[src/rtl/alu_ctrl_unit.sv]
// Registered MIPS ALU control decoder: maps opcode/funct to an ALU operation
// select, register-file write enable and an illegal-instruction flag (1-cycle latency).
module alu_ctrl_unit #(
  parameter int CTRL_W = 3
) (
  input  logic              clk,
  input  logic              rst_n,
  input  logic              en,
  input  logic [5:0]        opcode,
  input  logic [5:0]        func_field,
  output logic [CTRL_W-1:0] ALU_ctrl,
  output logic              reg_write,
  output logic              illegal
);

  typedef enum logic [2:0] {
    ALU_AND = 3'b000,
    ALU_OR  = 3'b001,
    ALU_ADD = 3'b010,
    ALU_SUB = 3'b110,
    ALU_SLT = 3'b111
  } alu_op_e;

  typedef enum logic [5:0] {
    OP_RTYPE = 6'b000000,
    OP_LW    = 6'b100011,
    OP_SW    = 6'b101011,
    OP_BEQ   = 6'b000100,
    OP_ADDI  = 6'b001000,
    OP_ANDI  = 6'b001100,
    OP_ORI   = 6'b001101,
    OP_SLTI  = 6'b001010
  } opcode_e;

  typedef enum logic [5:0] {
    FN_ADD  = 6'b100000,
    FN_ADDU = 6'b100001,
    FN_SUB  = 6'b100010,
    FN_SUBU = 6'b100011,
    FN_AND  = 6'b100100,
    FN_OR   = 6'b100101,
    FN_SLT  = 6'b101010
  } funct_e;

  alu_op_e op_d;
  logic    rw_d;
  logic    ill_d;

  always_comb begin
    // NOTE: every output gets a default first so no path through the cases
    // leaves a variable unassigned, which would infer a latch.
    op_d  = ALU_ADD;
    rw_d  = 1'b0;
    ill_d = 1'b0;
    case (opcode)
      OP_RTYPE: begin
        rw_d = 1'b1;
        case (func_field)
          FN_ADD, FN_ADDU: op_d = ALU_ADD;
          FN_SUB, FN_SUBU: op_d = ALU_SUB;
          FN_AND:          op_d = ALU_AND;
          FN_OR:           op_d = ALU_OR;
          FN_SLT:          op_d = ALU_SLT;
          default: begin
            rw_d  = 1'b0;
            ill_d = 1'b1;
          end
        endcase
      end
      OP_LW:   rw_d = 1'b1;
      OP_SW:   rw_d = 1'b0;
      OP_BEQ:  op_d = ALU_SUB;
      OP_ADDI: rw_d = 1'b1;
      OP_ANDI: begin op_d = ALU_AND; rw_d = 1'b1; end
      OP_ORI:  begin op_d = ALU_OR;  rw_d = 1'b1; end
      OP_SLTI: begin op_d = ALU_SLT; rw_d = 1'b1; end
      default: ill_d = 1'b1;  // unsupported opcode still drives a defined ADD
    endcase
  end

  always_ff @(posedge clk or negedge rst_n) begin
    // NOTE: registered state uses non-blocking assignments so every flop
    // samples pre-edge values regardless of statement order.
    if (!rst_n) begin
      ALU_ctrl  <= '0;
      reg_write <= 1'b0;
      illegal   <= 1'b0;
    end else if (en) begin
      ALU_ctrl  <= CTRL_W'(op_d);
      reg_write <= rw_d;
      illegal   <= ill_d;
    end
  end

endmodule

[config.mk]
export PLATFORM = sky130hd
export DESIGN_NAME = alu_ctrl_unit
export DESIGN_NICKNAME = d
export VERILOG_FILES = /design/src/rtl/alu_ctrl_unit.sv
export SDC_FILE = /design/constraint.sdc
export NUM_CORES = 1
export LEC_CHECK = 0
export BUFFER_PORTS_ARGS = -buffer_cell sky130_fd_sc_hd__buf_4
export CAP_MARGIN = 10
export CORE_AREA = 2 2 39 41
export CTS_CLUSTER_DIAMETER = 120
export DETAILED_ROUTE_END_ITERATION = 16
export DIE_AREA = 0 0 41 43
export GPL_TIMING_DRIVEN = 0
export PLACE_DENSITY = 0.64
export SLEW_MARGIN = 40
export SYNTH_ARGS = -nofsm -noshare
export SYNTH_HDL_FRONTEND = slang
export SYNTH_SLANG_ARGS = --single-unit
[constraint.sdc]
create_clock -name clk -period 1.8 [get_ports clk]
set_input_delay 0.27 -clock clk [delete_from_list [all_inputs] [get_ports clk]]
set_output_delay 0.27 -clock clk [all_outputs]
set_load 0.1 [all_outputs]
==> metrics.cfg, run 1 <==
[outcome]
outcome = completed

[power]
power_density_nw_per_um2 = 601.3
ir_drop_uv = 221.6
netSwitchingFraction_pct = 34.16
seq_power_share_pct = 31.6
power_frac_comb_pct = 34.9
p_int_w = 0.0002531
leakage_nw = 0.2868
power_switching_w = 0.0001314
power_frac_clock_pct = 33.5

[logic_synthesis]
yosys.area.top_type = sky130_fd_sc_hd__dfrtp_1
avgSynthCellArea_um2 = 8.959
yosysWarnings = 0
synth_sequential_area_ratio_pct = 27.93
post_synthesis_cell_type_count = 29
synth_seq_cells = 5
synthesis.area_um2 = 447.9
ys_top_cells_by_area = sky130_fd_sc_hd__dfrtp_1 (28%), sky130_fd_sc_hd__nor4b_4 (5.3%), sky130_fd_sc_hd__and3b_2 (4.5%)
synthCells = 50
syn_nets = 65
synth_top_area_share_pct = 27.93

[clock_tree]
cts_buffer_count = 3
cts-root-buf = sky130_fd_sc_hd__clkbuf_4
clock_insertion_delay_worst_skew_ns = 0.24
cts_buffer_depth = 2
clock_tree.htree_level_count = 1
cts_tree = done
cts.reportedPaths.clkPinSlew_ns = 0.04
cts_sinks = 5
postCtsSetupBuffers = 0

[critical_path]
critical-path-slowest-cell = sky130_fd_sc_hd__a2111oi_2
endpoint_kind = flop
critPathRequiredTime_ns = 1.98
r2r.worst_path.cells = 1
critical_path.startpoint_type = input port
worst_r2r_startpoint = ALU_ctrl[2]$_DFFE_PN0P_
data_arrival_time_at_the_worst_slack_endpoint_ns = 1.48
crit-reg2reg-capture = ALU_ctrl[2]$_DFFE_PN0P_
worstSetupPathType = in -> reg
crit_path_max_fanout = 9
critical_path.cell_chain = buf_4 -> nor4b_4 -> nand4b_1 -> a2111oi_2 -> mux2_2
setup.worst_path.start = opcode[1]
reg2reg_setup_slack_ns = 1.04
critPathCapture = ALU_ctrl[2]$_DFFE_PN0P_
slowest_delay_ns = 0.42

[die]
floorplan.core_area_um2 = 1384
floorplan.initialDensity_pct = 32.37
fp.dieH_um = 43
placementRows = 14
dieArea_um2 = 1763
pin_count = 20
fp.dieW_um = 41

[sta]
grt_setup_unrepaired = no
final-setup-viol-count = 0
timing.slew.headroom_pct = 68.76
drv_slew = 0
final.period_utilization_pct = 72.68
min_period_ns = 1.308
worst_pin_slew_ns = 0.4627
timing.fmax_ghz = 0.7644
finalHoldViolCount = 0
clock-skew-final_ns = 0
setup-tns-final_ns = 0

[drt]
drtPass1Iterations = 4
drt_iter0_markers = 22
wl_per_cell_um = 11.56
num_vias = 492
route.final.wire_length_um = 1029
count_of_unresolved_drc_violations_after_routing = 0
antenna_viol_nets_final = 0
avgViaCountPerCell = 5.528

[global_routing]
grt-ovfl-total = 0
grt_antenna_before_repair = 0
grt_pass1_vias = 408
grt_pass1_wl_um = 1587
grt_start_max_net_pins = 11
grt_usage_pct = 13.41

[final_layout]
design_area_um2 = 639.4
antennaDiodeCount = 0
drive_gt1_share_pct = 42.47
final_net_count = 89
fillerInstances = 136
syn2layout_area_growth_pct = 42.74

[job]
max_cap_viols = 0

[placement]
gp_routability_congestion = 0.7255
instance_area_after_placement_um2 = 603.1
detailed_place_hpwl_um = 831.5
port_buffers = 18

[hold_path]
timing.hold.worst.class = in -> reg

[cells in the final DEF (no fill, tap or decap), types with 2 or more instances in the layout]
cell                        n
sky130_fd_sc_hd__inv_1      4
sky130_fd_sc_hd__nand4b_1   2
sky130_fd_sc_hd__clkbuf_4   3
sky130_fd_sc_hd__nand2_1    2
sky130_fd_sc_hd__dfrtp_1    5
sky130_fd_sc_hd__nor2b_1    3
sky130_fd_sc_hd__o22ai_1    2
sky130_fd_sc_hd__a31oi_1    3
sky130_fd_sc_hd__o21ai_0    3
sky130_fd_sc_hd__a21oi_1    2
sky130_fd_sc_hd__buf_4     18
sky130_fd_sc_hd__and3b_2    2
sky130_fd_sc_hd__nor2_1     4
[through the flow]
stage	std cells	hold slack, ns	setup slack [ns]	util [%]	power, W
2_1_floorplan	50	-0.02559	0.3844	-	0.0002023
3_3_place_gp	84	0.07386	0.1968	43.58	0.0002559
3_5_place_dp	84	0.07450	0.2368	43.58	0.0002561
4_1_cts	89	0.2770	0.4811	46.20	0.0003877
5_1_grt	89	0.2896	0.3973	46.20	0.0004068
6_report	89	0.2774	0.4917	46.20	0.0003845
[cell usage after synthesis]
cell type / count
sky130_fd_sc_hd__nor2b_1: 3
sky130_fd_sc_hd__and3b_2: 2
sky130_fd_sc_hd__nand2b_1: 1
sky130_fd_sc_hd__buf_6: 1
sky130_fd_sc_hd__a2111oi_2: 1
sky130_fd_sc_hd__o311ai_0: 1
sky130_fd_sc_hd__or2_2: 1
sky130_fd_sc_hd__nand4b_1: 2
sky130_fd_sc_hd__nor2_1: 4
sky130_fd_sc_hd__mux2_2: 1
sky130_fd_sc_hd__nor3_1: 1
sky130_fd_sc_hd__o22a_1: 1
sky130_fd_sc_hd__nor4b_4: 1
sky130_fd_sc_hd__o32a_2: 1
sky130_fd_sc_hd__a21o_1: 1
sky130_fd_sc_hd__nor3b_1: 1
sky130_fd_sc_hd__a21oi_1: 2
sky130_fd_sc_hd__o21ai_0: 3
sky130_fd_sc_hd__dfrtp_1: 5
sky130_fd_sc_hd__o22ai_1: 2
sky130_fd_sc_hd__o2111ai_1: 1
sky130_fd_sc_hd__and3_2: 1
sky130_fd_sc_hd__and2b_2: 1
sky130_fd_sc_hd__nand3_1: 1
sky130_fd_sc_hd__nor4bb_1: 1
sky130_fd_sc_hd__inv_1: 4
sky130_fd_sc_hd__a32o_1: 1
sky130_fd_sc_hd__nand2_1: 2
sky130_fd_sc_hd__a31oi_1: 3
[final cells by class]
cell class,count,area (um2),area share [%]
plain buffers,1,11.26,1.761
multi-input cells,40,296.5,46.38
clock buffers,4,26.28,4.110
well taps,16,20.02,3.131
flip-flops and latches,5,125.1,19.57
inverters,4,15.01,2.348
repair buffers,19,145.1,22.70
[power groups by stage]
stage	sequential (W)	combinational (W)	clock, W
global placement	0.000123	0.000133	0
floorplan	0.000166	0.0000367	0
global route	0.000122	0.000144	0.000141
detailed placement	0.000123	0.000133	0
finish	0.000121	0.000134	0.000129
CTS	0.000121	0.000135	0.000131
[state kept, by name (all words and copies together) (netlist names)]
signal,cells
reg_write,1
illegal,1
ALU_ctrl,3
[critical path, delay by kind of cell]
family	cells	cell delay, ns
AOI/OAI and AO/OA	1	0.42
muxes	1	0.22
buffers and inverters	1	0.14
and+or+nand+nor	2	0.43
[worst min path at each step]
stage | depth (start not counted) | from | endpoint
floorplan | 0 | rst_n | ALU_ctrl[0]$_DFFE_PN0P_
global placement | 1 | rst_n | ALU_ctrl[2]$_DFFE_PN0P_
detailed placement | 1 | rst_n | ALU_ctrl[0]$_DFFE_PN0P_
CTS | 2 | en | illegal$_DFFE_PN0P_
global route | 2 | en | ALU_ctrl[0]$_DFFE_PN0P_
finish | 2 | en | illegal$_DFFE_PN0P_
[per-layer routing]
metal  routed length, um  global-route usage, %
met1                 447                  16.94
met2                 445                  18.75
met3                 104                  3.141
met4                  31                  10.00
met5                   0                      0
[logic make-up (layout without fill, tap and decap cells)]
kind of cell	count (synthesis)	in the layout	synth area share, %
AND/OR/NAND/NOR	22	22	35.48
buffers and inverters	5	28	5.865
multiplexers	1	1	2.514
flip-flops	5	5	27.93
AO/OA/AOI/OAI	17	17	28.21
[what timing repair did]
item,CTS,global route
hold endpoints to repair,5,0
hold buffers,1,0
resized for setup,0,0
No activity file was read; power rests on OpenSTA's default activity.
==> run 2: changes to the inputs <==
--- a/config.mk
+++ b/config.mk
@@ -12,7 +12,7 @@
 export DETAILED_ROUTE_END_ITERATION = 16
 export DIE_AREA = 0 0 41 43
 export GPL_TIMING_DRIVEN = 0
-export PLACE_DENSITY = 0.64
+export PLACE_DENSITY = 0.67
 export SLEW_MARGIN = 40
 export SYNTH_ARGS = -nofsm -noshare
 export SYNTH_HDL_FRONTEND = slang
==> constraint.sdc (replaced) <==
create_clock -name clk -period 1.1 [get_ports clk]
set_input_delay 0.165 -clock clk [delete_from_list [all_inputs] [get_ports clk]]
set_output_delay 0.165 -clock clk [all_outputs]
set_load 0.1 [all_outputs]
==> metrics.cfg, run 2 (same netlist as run 1, synthesis figures left out) <==
[drt]
antenna_viol_nets_final = 0  ; unchanged
drt_iter0_markers = 10  ; -55%
highest-signal-layer = met3
met2WireLength_um = 516  ; +16%
wl_per_cell_um = 12.24  ; +5.9%
wirelength_met1_um = 511  ; +14%
route.final.wire_length_um = 1126  ; +9.4%
count_of_unresolved_drc_violations_after_routing = 0  ; unchanged
drtPass1Iterations = 4  ; unchanged
num_vias = 496  ; +0.81%
met3RoutedLength_um = 98  ; -5.8%
avgViaCountPerCell = 5.391  ; -2.5%

[final_layout]
post_route_utilization_pct = 50.90  ; +4.7 points
layout.area.seq_um2 = 128.9  ; +3.0%
final_common_cell = sky130_fd_sc_hd__buf_4
antennaDiodeCount = 0  ; unchanged
multiInputGateArea_um2 = 315.3  ; +6.3%
drive_gt1_share_pct = 50.00  ; +7.5 points
largest_register_ffs = 3  ; unchanged
fillerInstances = 134  ; -1.5%
reg.largest.list = ALU_ctrl x3, illegal x1, reg_write x1
design_area_um2 = 704.4  ; +10%
final_cell_mix = sky130_fd_sc_hd__buf_4 (19), sky130_fd_sc_hd__inv_1 (4)
syn2layout_area_growth_pct = 57.26
largest-register = ALU_ctrl
final_net_count = 92  ; +3.4%

[clock_tree]
cts_sinks = 5  ; unchanged
cts.reportedPaths.clkPinSlew_ns = 0.04  ; about the same
clock_tree.htree_level_count = 1  ; unchanged
cts_tree = done
cts_buffer_depth = 2  ; unchanged
cts_buffer_count = 3  ; unchanged
clock_insertion_delay_worst_skew_ns = 0.24  ; about the same
cts-root-buf = sky130_fd_sc_hd__clkbuf_4

[sta]
min_period_ns = 1.134
worst_pin_slew_ns = 0.3362  ; -0.1265 ns
setup-tns-final_ns = -0.06741  ; -0.06741 ns
clock-skew-final_ns = 0  ; unchanged
timing.fmax_ghz = 0.8816
finalHoldViolCount = 0  ; unchanged
final-setup-viol-count = 2  ; +2
final.period_utilization_pct = 103.1
finalWorstSetupSlack_ns = -0.03425  ; -0.5260 ns
timing.slew.headroom_pct = 77.23  ; +8.5 points
hold_ws_ns = 0.1754  ; -0.1021 ns
drv_slew = 0  ; unchanged
grt_setup_unrepaired = yes

[power]
leakage_nw = 0.3096  ; +8.0%
power_frac_comb_pct = 37.3  ; +2.4 points
p_int_w = 0.0004302  ; +70%
power_switching_w = 0.0002202  ; +68%
power_frac_clock_pct = 32.0  ; -1.5 points
ir_drop_uv = 457.5  ; +110%
seq_power_share_pct = 30.7  ; -0.9 points
netSwitchingFraction_pct = 33.86  ; -0.31 points
power_density_nw_per_um2 = 923.4  ; +54%

[die]
pin_count = 20  ; unchanged
dieArea_um2 = 1763  ; unchanged
fp.dieH_um = 43  ; unchanged
fp.dieW_um = 41  ; unchanged
floorplan.initialDensity_pct = 32.37  ; unchanged
floorplan.core_area_um2 = 1384  ; unchanged
placementRows = 14  ; unchanged

[outcome]
outcome = finished with violations
violated_checks = negative setup slack

[critical_path]
critPathRequiredTime_ns = 1.28  ; -0.70 ns
endpoint_kind = flop
worstSetupPathType = in -> reg
crit_path_max_fanout = 2  ; -7
data_arrival_time_at_the_worst_slack_endpoint_ns = 1.31  ; -0.17 ns
r2r.worst_path.cells = 1  ; unchanged
critical_path.startpoint_type = input port

[global_routing]
grt_pass1_wl_um = 1800  ; +13%
grt_pass1_vias = 438  ; +7.4%
grt-ovfl-total = 0  ; unchanged
grt_start_max_net_pins = 11  ; unchanged
grt_antenna_before_repair = 0  ; unchanged
grt_usage_pct = 14.52  ; +1.1 points

[job]
max_cap_viols = 0  ; unchanged

[placement]
port_buffers = 18  ; unchanged
instance_area_after_placement_um2 = 610.6  ; +1.2%
place_worst_setup_slack_ns = -0.3570  ; -0.5938 ns
detailed_place_hpwl_um = 836.6  ; +0.61%
gp_routability_congestion = 0.7482  ; +3.1%

[hold_path]
hold-path-cell-count = 2  ; unchanged
timing.hold.worst.class = in -> reg

-- run 2: cell type report --
class	count	area share, %
well taps	16	2.842
repair buffers	22	25.40
multi-input cells	40	44.76
clock buffers	4	3.730
plain buffers	1	2.842
inverters	4	2.131
flip-flops and latches	5	18.29
-- run 2: final timing paths --
path | to | from | slack (ns)
hold / removal | ALU_ctrl[0]$_DFFE_PN0P_ | en | 0.18
min in group asynchronous | ALU_ctrl[2]$_DFFE_PN0P_ | rst_n | 0.27
setup reg to reg | ALU_ctrl[2]$_DFFE_PN0P_ | ALU_ctrl[2]$_DFFE_PN0P_ | 0.35
max in group asynchronous | illegal$_DFFE_PN0P_ | rst_n | 0.72
hold reg to reg | reg_write$_DFFE_PN0P_ | reg_write$_DFFE_PN0P_ | 0.50
setup / recovery | ALU_ctrl[1]$_DFFE_PN0P_ | func_field[4] | -0.03
-- run 2: timing repair --
item	4_1_cts	5_1_grt
hold endpoints to repair	5	0
pin swaps	3	2
gates resized for setup	4	3
setup buffers	1	2
hold buffers	1	0
endpoints found under the setup margin	2	4
-- run 2: through the flow --
| stage | total power (W) | instances |
|---|---|---|
| floorplan | 0.0003342 | 50 |
| global placement | 0.0004210 | 84 |
| detailed placement | 0.0004229 | 84 |
| CTS | 0.0006486 | 90 |
| global route | 0.0006890 | 92 |
| finish | 0.0006505 | 92 |
-- run 2: worst max-delay path, cell delays in order --
cell	delay, ns
sky130_fd_sc_hd__buf_8	0.10
sky130_fd_sc_hd__nor4b_4	0.29
sky130_fd_sc_hd__nand4b_1	0.19
sky130_fd_sc_hd__a2111oi_4	0.36
sky130_fd_sc_hd__o32a_2	0.20
-- run 2: power by group through the flow --
stage	sequential [W]	clock, W	combinational, W
2_1_floorplan	0.000273	0	0.0000616
3_3_place_gp	0.000203	0	0.000219
3_5_place_dp	0.000203	0	0.000220
4_1_cts	0.000200	0.000215	0.000234
5_1_grt	0.000201	0.000230	0.000258
6_report	0.000200	0.000208	0.000243
-- run 2: layer usage --
| layer | track usage [%] | up-vias |
|---|---|---|
| li1 | - | 245 |
| met1 | 21.17 | 222 |
| met2 | 20.00 | 29 |
| met3 | 4.712 | 0 |
| met4 | 4.000 | 0 |
| met5 | 0 | - |
==> run 3: changes to the inputs <==
--- a/config.mk
+++ b/config.mk
@@ -13,6 +13,7 @@
 export DIE_AREA = 0 0 41 43
 export GPL_TIMING_DRIVEN = 0
 export PLACE_DENSITY = 0.67
+export RECOVER_POWER = 50
 export SLEW_MARGIN = 40
 export SYNTH_ARGS = -nofsm -noshare
 export SYNTH_HDL_FRONTEND = slang
==> constraint.sdc (replaced) <==
create_clock -name clk -period 1.1 [get_ports clk]
set_input_delay 0 -clock clk [delete_from_list [all_inputs] [get_ports clk]]
set_output_delay 0 -clock clk [all_outputs]
set_load 0.1 [all_outputs]
==> metrics.cfg, run 3 (same netlist as run 1, synthesis figures left out) <==
[sta]
final.period_utilization_pct = 93.93  ; -9.2 points
finalHoldViolCount = 0  ; unchanged
min_period_ns = 1.033  ; -0.1010 ns
timing.slew.headroom_pct = 66.67  ; -11 points
grt_setup_unrepaired = no
worst_pin_slew_ns = 0.4937  ; +0.1575 ns
final-setup-viol-count = 0  ; -2
drv_slew = 0  ; unchanged
clock-skew-final_ns = 0  ; unchanged
finalWorstSetupSlack_ns = 0.06676  ; +0.1010 ns
timing.fmax_ghz = 0.9678  ; +9.8%

[critical_path]
worstSetupPathType = in -> reg
crit_path_max_fanout = 9  ; +7
data_arrival_time_at_the_worst_slack_endpoint_ns = 1.21  ; -0.10 ns
critPathRequiredTime_ns = 1.27  ; about the same
endpoint_kind = flop
critical_path.startpoint_type = input port

[power]
ir_drop_uv = 462.3  ; +1.0%
leakage_nw = 0.2770  ; -11%
report.power.total_w = 0.0006294  ; -3.2%
power_density_nw_per_um2 = 961.8  ; +4.2%

[drt]
count_of_unresolved_drc_violations_after_routing = 0  ; unchanged
avgViaCountPerCell = 5.360  ; -0.59%
drtPass1Iterations = 3  ; -1
antenna_viol_nets_final = 0  ; unchanged
wl_per_cell_um = 11.84  ; -3.2%
drt_iter0_markers = 2  ; -8
num_vias = 477  ; -3.8%
route.final.wire_length_um = 1054  ; -6.4%

[die]
floorplan.initialDensity_pct = 32.37  ; unchanged
dieArea_um2 = 1763  ; unchanged
pin_count = 20  ; unchanged
placementRows = 14  ; unchanged
fp.dieH_um = 43  ; unchanged
fp.dieW_um = 41  ; unchanged
floorplan.core_area_um2 = 1384  ; unchanged

[global_routing]
grt_start_max_net_pins = 11  ; unchanged
grt-ovfl-total = 0  ; unchanged
grt_pass1_wl_um = 1821  ; +1.2%
grt_antenna_before_repair = 0  ; unchanged
grt_usage_pct = 14.70  ; +0.19 points
grt_pass1_vias = 431  ; -1.6%

[placement]
detailed_place_hpwl_um = 859.9  ; +2.8%
gp_routability_congestion = 0.7818  ; +4.5%
dpl.cell_count = 84  ; unchanged
port_buffers = 18  ; unchanged
place_worst_setup_slack_ns = -0.1982  ; +0.1588 ns

[final_layout]
syn2layout_area_growth_pct = 46.09
final_net_count = 89  ; -3.3%
reg.largest.list = ALU_ctrl x3, illegal x1, reg_write x1
antennaDiodeCount = 0  ; unchanged
post_route_utilization_pct = 47.29  ; -3.6 points
stdcell_count = 89  ; -3.3%
final_cell_mix = sky130_fd_sc_hd__buf_4 (16), sky130_fd_sc_hd__dfrtp_2 (5), sky130_fd_sc_hd__inv_1 (4)
fillerInstances = 138  ; +3.0%
largest-register = ALU_ctrl
largest_register_ffs = 3  ; unchanged
drive_gt1_share_pct = 49.32  ; -0.68 points
final_common_cell = sky130_fd_sc_hd__buf_4

[clock_tree]
cts_buffer_count = 3  ; unchanged
cts_tree = done
cts_sinks = 5  ; unchanged
cts_buffer_depth = 2  ; unchanged
cts.reportedPaths.clkPinSlew_ns = 0.04  ; about the same
clock_insertion_delay_worst_skew_ns = 0.24  ; about the same
cts-root-buf = sky130_fd_sc_hd__clkbuf_4
clock_tree.htree_level_count = 1  ; unchanged

[job]
max_cap_viols = 0  ; unchanged

[hold_path]
timing.hold.worst.class = in -> reg

[outcome]
outcome = completed

[run 3: final cells by class]
type / instances / area, um2 / area share [%]
multi-input combinational: 40 / 311.5 / 47.61
timing repair buffer: 19 / 138.9 / 21.22
sequential: 5 / 131.4 / 20.08
clock buffer: 4 / 26.28 / 4.015
tap: 16 / 20.02 / 3.059
inverter: 4 / 15.01 / 2.294
buffer: 1 / 11.26 / 1.721
[run 3: worst max-delay path, stage by stage]
cell and delay [ns]:
sky130_fd_sc_hd__buf_4 0.14, sky130_fd_sc_hd__nor4b_4 0.29, sky130_fd_sc_hd__nand4b_1 0.19, sky130_fd_sc_hd__a2111oi_4 0.37, sky130_fd_sc_hd__mux2_2 0.21
[run 3: stage by stage]
step	TNS (ns)	hold WS, ns	cell area (um2)
6_report	0	0.01192	654.4
5_1_grt	0	0.01705	654.4
4_1_cts	0	0.002897	645.6
3_5_place_dp	-0.4837	-0.1951	609.3
3_3_place_gp	-0.4173	-0.1956	609.3
2_1_floorplan	0	-0.2956	454.2
[run 3: repair_timing]
item                                    CTS  global route
buffers inserted                          0             0
resized for setup                         0             2
endpoints found under the hold margin     5             0
hold buffers                              1             0
endpoints found under the setup margin    0             2
[run 3: final timing paths]
check                                        startpoint                 endpoint  slack [ns]  cells past startpoint
worst max-delay path                          opcode[1]  ALU_ctrl[2]$_DFFE_PN0P_        0.07                      5
worst min-delay path                                 en      illegal$_DFFE_PN0P_        0.01                      2
worst max register to register  ALU_ctrl[2]$_DFFE_PN0P_  ALU_ctrl[2]$_DFFE_PN0P_        0.34                      1
worst min register to register    reg_write$_DFFE_PN0P_    reg_write$_DFFE_PN0P_        0.50                      1
max in group asynchronous                         rst_n    reg_write$_DFFE_PN0P_        0.73                      2
min in group asynchronous                         rst_n  ALU_ctrl[2]$_DFFE_PN0P_        0.14                      2
[run 3: layer usage]
layer	track usage [%]	vias up	share of wire [%]
met2	20.63	14	46
met1	21.10	221	47
met3	4.712	0	6.5
met5	0	-	0
met4	4.000	0	0
li1	-	242	-
[run 3: power breakdown]
part	internal [W]	total (W)	switching, W
combinational	0.0000811	0.000222	0.000141
clock	0.000137	0.000207	0.0000701
sequential	0.000196	0.000201	0.00000481
